### src/rtl/add_mul_pkg.sv
// Shared definitions for the add/multiply sequencer: FSM states and operation codes.
package add_mul_pkg;

  typedef enum logic [1:0] {
    IDLE = 2'd0,
    ADD  = 2'd1,
    MUL  = 2'd2,
    DONE = 2'd3
  } state_t;

  localparam logic OP_ADD = 1'b0;
  localparam logic OP_MUL = 1'b1;

endpackage

### src/rtl/add_mul_seq.sv
// Sequential unsigned adder / radix-2 shift-add multiplier with a valid/ready
// request port and a valid/ready result port.
module add_mul_seq
  import add_mul_pkg::*;
#(
  parameter int WIDTH = 4
) (
  input  logic               clk,
  input  logic               rst,
  input  logic               in_valid,
  output logic               in_ready,
  input  logic [WIDTH-1:0]   a,
  input  logic [WIDTH-1:0]   b,
  input  logic               operation,
  output logic               out_valid,
  input  logic               out_ready,
  output logic [2*WIDTH-1:0] result
);

  localparam int RES_W = 2 * WIDTH;
  localparam int CNT_W = $clog2(WIDTH + 1);
  localparam logic [CNT_W-1:0] CNT_LAST = CNT_W'(WIDTH - 1);

  state_t state, state_nxt;
  logic [CNT_W-1:0] cnt;
  logic [RES_W-1:0] mcand;
  logic [WIDTH-1:0] mplier;
  logic             accept;

  function automatic logic [RES_W-1:0] add_ext(input logic [WIDTH-1:0] x,
                                               input logic [WIDTH-1:0] y);
    logic [WIDTH:0] s;
    s = {1'b0, x} + {1'b0, y};
    return RES_W'(s);
  endfunction

  assign in_ready  = (state == IDLE);
  assign out_valid = (state == DONE);
  assign accept    = in_valid && in_ready;

  always_ff @(posedge clk or posedge rst) begin
    if (rst) state <= IDLE;
    else     state <= state_nxt;
  end

  always_comb begin
    state_nxt = state;
    case (state)
      IDLE: if (accept) state_nxt = (operation == OP_MUL) ? MUL : ADD;
      ADD:  state_nxt = DONE;
      MUL:  if (cnt == CNT_LAST) state_nxt = DONE;
      DONE: if (out_ready) state_nxt = IDLE;
      default: state_nxt = IDLE;
    endcase
  end

  // Operand registers: the multiplicand shifts left and the multiplier right,
  // so each MUL cycle only ever inspects mplier[0].
  always_ff @(posedge clk) begin
    if (accept) begin
      mcand  <= RES_W'(a);
      mplier <= b;
    end else if (state == MUL) begin
      mcand  <= mcand << 1;
      mplier <= mplier >> 1;
    end
  end

  // result doubles as the multiply accumulator; it is left alone in DONE so it
  // holds steady while the consumer stalls.
  always_ff @(posedge clk or posedge rst) begin
    if (rst) begin
      cnt    <= '0;
      result <= '0;
    end else begin
      case (state)
        IDLE: begin
          if (accept) begin
            cnt <= '0;
            if (operation == OP_MUL) result <= '0;
          end
        end
        ADD: result <= add_ext(mcand[WIDTH-1:0], mplier);
        MUL: begin
          if (mplier[0]) result <= result + mcand;
          cnt <= cnt + CNT_W'(1);
        end
        default: ;
      endcase
    end
  end

endmodule

### config.mk
export PLATFORM = sky130hd
export DESIGN_NAME = add_mul_seq
export DESIGN_NICKNAME = d
export VERILOG_FILES = /design/src/rtl/add_mul_pkg.sv /design/src/rtl/add_mul_seq.sv
export SDC_FILE = /design/constraint.sdc
export NUM_CORES = 1
export LEC_CHECK = 0
export CAP_MARGIN = 20
export CORE_ASPECT_RATIO = 0.75
export CORE_MARGIN = 2
export CORE_UTILIZATION = 58
export DETAILED_ROUTE_END_ITERATION = 12
export HOLD_SLACK_MARGIN = 0.12
export PLACE_DENSITY = 0.94
export SYNTH_ARGS = -nofsm -noshare
export SYNTH_HDL_FRONTEND = slang
export SYNTH_SLANG_ARGS = --single-unit
### constraint.sdc
create_clock -name clk -period 3.4 [get_ports clk]
set_input_delay 1.02 -clock clk [delete_from_list [all_inputs] [get_ports clk]]
set_output_delay 1.02 -clock clk [all_outputs]
set_load 0.05 [all_outputs]
### Word-level counts from Yosys, hierarchy flattened

Index checks and enable logic that the tools add are counted.

| word-level totals | value |
|---|---|
| logic and storage cells | 41 |
| output and inout port bits | 10 |
| bits of input ports | 13 |
| register bits | 25 |

| operators by class | value |
|---|---|
| eq/ne operators | 9 |
| add/sub/neg operators | 3 |
| multiplexer cells | 15 |
| reductions and logical operators | 8 |

Operator list:

| cell | count |
|---|---|
| 8-bit 2-to-1 mux | 3 |
| 8-bit case mux with 3 select lines | 1 |
| 4-bit 2-to-1 mux | 4 |
| 8-bit adder | 1 |
| 2-bit 2-to-1 mux | 4 |
| 2-bit case mux with 4 select lines | 1 |
| 2-bit by 1-bit inequality test with 1-bit output (second input constant) | 3 |
| 3-bit case mux with 2 select lines | 1 |
| 4-bit by 4-bit adder with 5-bit output | 1 |
| 2-bit == test (second input constant) | 2 |
| 2-bit inequality test (second input constant) | 2 |
| 4-bit AND reduction | 1 |
| 2-bit nonzero test | 2 |
| 3-bit by 1-bit adder with 3-bit output (second input constant) | 1 |
| 3-bit by 2-bit == test with 1-bit output (second input constant) | 1 |
| 3-bit 2-to-1 mux | 1 |
| 3-bit AND reduction | 1 |
| 3-bit nonzero test | 1 |
| 2-bit by 1-bit == test with 1-bit output (second input constant) | 1 |
| 2-bit zero test | 1 |
| 2-bit AND reduction | 1 |
| 1-bit logical AND | 1 |

### Logic depth before layout (Yosys ltp)

| depth | value |
|---|---|
| depth after elaboration | 4 |
| gate-level depth with buffers | 8 |
| mapped depth without buffers | 8 |

### Worst setup path after synthesis

Ideal clock, no wire load.

| path | value |
|---|---|
| path type | flip-flop to output port |
| start point | register state[0] |
| end point | output port in_ready |
| buffers on the path | 0 |
| required time | 2.380 ns |
| stages on the path, launching flop included | 3 |
| arrival | 1.072 ns |
| slack | 1.308 ns |
| path through | dfrtp_1 inv_1 ha_1 |

| on the way | value |
|---|---|
| cells in the longest elaborated chain, start to end | 1 |

Ends and longest elaborated chain:

| element | line | RTL |
|---|---|---|
| from (decl) | add_mul_seq.sv:24 | `state_t state, state_nxt;` |
| from (signal assigned) | add_mul_seq.sv:43 | `else state <= state_nxt;` |
| 2-bit zero test | add_mul_seq.sv:37 | `assign in_ready = (state == IDLE);` |
| to (decl) | add_mul_seq.sv:11 | `output logic in_ready,` |

Every way passes these cells.

### Worst setup path after layout

| path | value |
|---|---|
| start point | register state[1] |
| end point | output port out_valid |

| on the way | value |
|---|---|
| cells in the longest elaborated chain, start to end | 1 |

Ends and longest elaborated chain:

| element | line | RTL |
|---|---|---|
| 2-bit == test | add_mul_seq.sv:38 | `assign out_valid = (state == DONE);` |
| to (decl) | add_mul_seq.sv:15 | `output logic out_valid,` |

Every way passes these cells.

==> flow_summary.yaml <==
status:
  status: "finished clean"
place:
  place_area_um2: 1890
  dp.cells: 214
  io_buffers: 22
  post-place-ws_ps: 513
  place_hpwl_um: 2900
  gp_congestion: 0.867
drt:
  vias: 1347
  drc_errors: 0
  via_per_inst: 6.18
  routed_wl_um: 3740
  drtPass1Iterations: 5
  drt_iter0_markers: 99
  routedWlPerCell_um: 17.1
  antenna_left: 0
floorplanning:
  dieArea_um2: 3260
  die_width_um: 65.3
  num_io_pins: 23
  die_height_um: 50.0
  coreArea_um2: 2640
  initial_utilization_pct: 61.8
  num_rows: 16
sta:
  slew_headroom_pct: 58.3
  fin_crit_ps: 2940
  setup_tns_ps: 0
  slew_viol_final: 0
  clock_skew_ps: 7.91
  fin_ws_ps: 460
  tightest_slew_ps: 625
  hold_violations: 0
  finalSetupViolations: 0
  final.period_utilization_pct: 86.5
  rsz0062_at_grt: "false"
  max_freq_ghz: 0.340
cts:
  ctsHoldBuffers: 0
  numCtsBuffers: 3
  clk_path_buf_depth: 2
  clk_pin_slew_ps: 90
  root_buffer: "clkbuf_8"
  cts_tree: "built"
  cts-htree-levels: 1
  cts.sinks: 25
  cts_setup_buffers: 0
  insertion_delay_ps: 280
  cts_resized: 0
yosys:
  synth_top_family_by_area: "compound AO/OA/AOI/OAI gates"
  synth_area_per_cell_um2: 10.3
  synth_edf_count: 8
  ys_seq_area_share_pct: 39.5
  syn-instance-count: 158
  yosys_warnings: 0
  async_flop_share_pct: 52.0
  ys.flop_type: "dfrtp_1"
  yosys.area.top_type_share_pct: 19.9
  synth-seq-cells: 25
  synth_compound_area_share_pct: 17.5
  synth_xor_area_share_pct: 2.68
  syn_area_um2: 1630
  synth-adder-area-share_pct: 15.5
  synth_nets: 190
  yosysUniqueCellTypes: 44
  yosys.area_share.simple_pct: 14.3
  synthMuxAreaShare_pct: 6.59
  synth_largest_area_cell: "dfrtp_1"
  ys_top_cells_by_area: "dfrtp_1 (20%), edfxtp_1 (15%), ha_1 (13%), dfxtp_1 (4.9%), mux2_2 (4.1%)"
global_routing:
  grt_pass1_vias: 1309
  antenna_found_initial: 0
  overflow: 0
  grt_max_degree: 16
  grt_use_total_pct: 25.2
  grt_pass1_wl_um: 6230
critical_path:
  r2r-start: "state[0]"
  rrSetupSlack_ps: 1040
  critical_path_class: "flip-flop to output pin"
  rr_endpoint: "result[6]"
  crit_arrival_ps: 1920
  worst-r2r-cell-count: 7
  cp-start-kind: "flip-flop"
  cp-end-kind: "output pin"
  required_ps: 2380
  cp_max_fo: 5
finish:
  diodes: 0
  nets: 215
  nFillCells: 199
  area_growth_pct: 18.5
  final_cells: 218
  drive_gt1_share_pct: 8.24
  design_area_um2: 1930
min_path:
  min_to: "cnt[2]"
  min-delay-start: "cnt[2]"
  worst_hold_path_type: "flip-flop to flip-flop"
  min_path_cells: 2
flow_run:
  maxCapViolCount: 0
power:
  power_density_nw_per_um2: 1070
  cellLeakagePower_nw: 0.821
  vdd_drop_max_mv: 0.491
## worst max-delay path by stage
stage,from,endpoint,slack [ps],cells after the start
after floorplan,state[0],in_ready,1310,2
after global placement,in_valid,result[6],670,6
after detailed placement,in_valid,result[6],510,6
after CTS,state[1],out_valid,490,2
after global routing,state[1],out_valid,430,2
final,state[1],out_valid,460,2
## cell usage in the layout, fill, tap and decap left out, types with 2 or more instances in the layout
cell | Yosys | final
clkbuf_8 | 0 | 3
a31oi_1 | 2 | 2
and3_1 | 2 | 2
edfxtp_1 | 8 | 8
o21ai_1 | 2 | 2
inv_1 | 12 | 12
ha_1 | 17 | 17
nand2b_1 | 4 | 4
dfrtp_1 | 13 | 13
nand2_1 | 15 | 15
o21a_1 | 2 | 2
a21oi_1 | 9 | 9
mux2_2 | 6 | 6
nor2_1 | 2 | 2
a21o_1 | 2 | 2
a221oi_1 | 2 | 2
nor2b_1 | 6 | 6
nand3b_1 | 2 | 2
xnor2_1 | 4 | 4
fa_1 | 2 | 2
nand4_1 | 2 | 2
o21ai_0 | 11 | 11
nand3_1 | 4 | 4
mux2i_1 | 4 | 4
clkdlybuf4s50_1 | 0 | 22
dfxtp_1 | 4 | 4
o211ai_1 | 2 | 2
## area by class of cell
class / count / area, um2 / share of cell area (%)
clock buffer: 3 / 41.3 / 2.13
clock inverter: 1 / 6.26 / 0.323
inverter: 12 / 45.0 / 2.33
multi-input combinational: 118 / 923 / 47.7
sequential: 25 / 646 / 33.4
tap: 36 / 45.0 / 2.33
timing repair buffer: 23 / 228 / 11.8
## power breakdown
part | switching (W) | internal, W | total [W]
clock | 0.0000949 | 0.0000838 | 0.000179
sequential | 0.000116 | 0.000477 | 0.000593
combinational | 0.000775 | 0.000529 | 0.00130
## through the flow
step	hold slack, ps	total power [W]	utilization (%)
4_1_cts	516	0.00206	73.2
6_report	513	0.00208	73.2
3_5_place_dp	496	0.00187	71.4
2_1_floorplan	450	0.00153	-
5_1_grt	545	0.00223	73.2
3_3_place_gp	464	0.00177	71.4
## critical path, cell delays in order (launching register included)
cell and delay, ps:
dfrtp_1 410, ha_1 370, clkdlybuf4s50_1 870
## sequential cells by signal (all words and copies together) (netlist names)
signal	count
mcand	8
result	8
mplier	4
cnt	3
state	2
## per-layer routing
layer | global-route usage (%) | vias to the layer above | share of wire [%] | wire, um
met2 | 42.7 | 57 | 48 | 1790
met5 | 0 | - | 0 | 0
met3 | 5.94 | 23 | 6.3 | 236
met4 | 7.99 | 0 | 3.6 | 136
met1 | 31.8 | 643 | 42 | 1580
li1 | - | 624 | - | -
## cell usage after synthesis (2+ instances only)
cell	n
a31oi_1	2
xnor2_1	4
nor2_1	2
o21ai_1	2
dfrtp_1	13
o21ai_0	11
fa_1	2
o21a_1	2
mux2_2	6
a221oi_1	2
edfxtp_1	8
o211ai_1	2
inv_1	12
a21o_1	2
nand2_1	15
mux2i_1	4
dfxtp_1	4
nand3_1	4
nand2b_1	4
and3_1	2
nor2b_1	6
a21oi_1	9
ha_1	17
nand4_1	2
nand3b_1	2
## cell families after synthesis
logic type,Yosys count
multiplexers,10
flip-flops,25
AO/OA/AOI/OAI,41
XOR/XNOR,5
buffers and inverters,15
AND/OR/NAND/NOR,43
adder cells (fa/ha/maj),19
(Power assumes the default switching activity.)
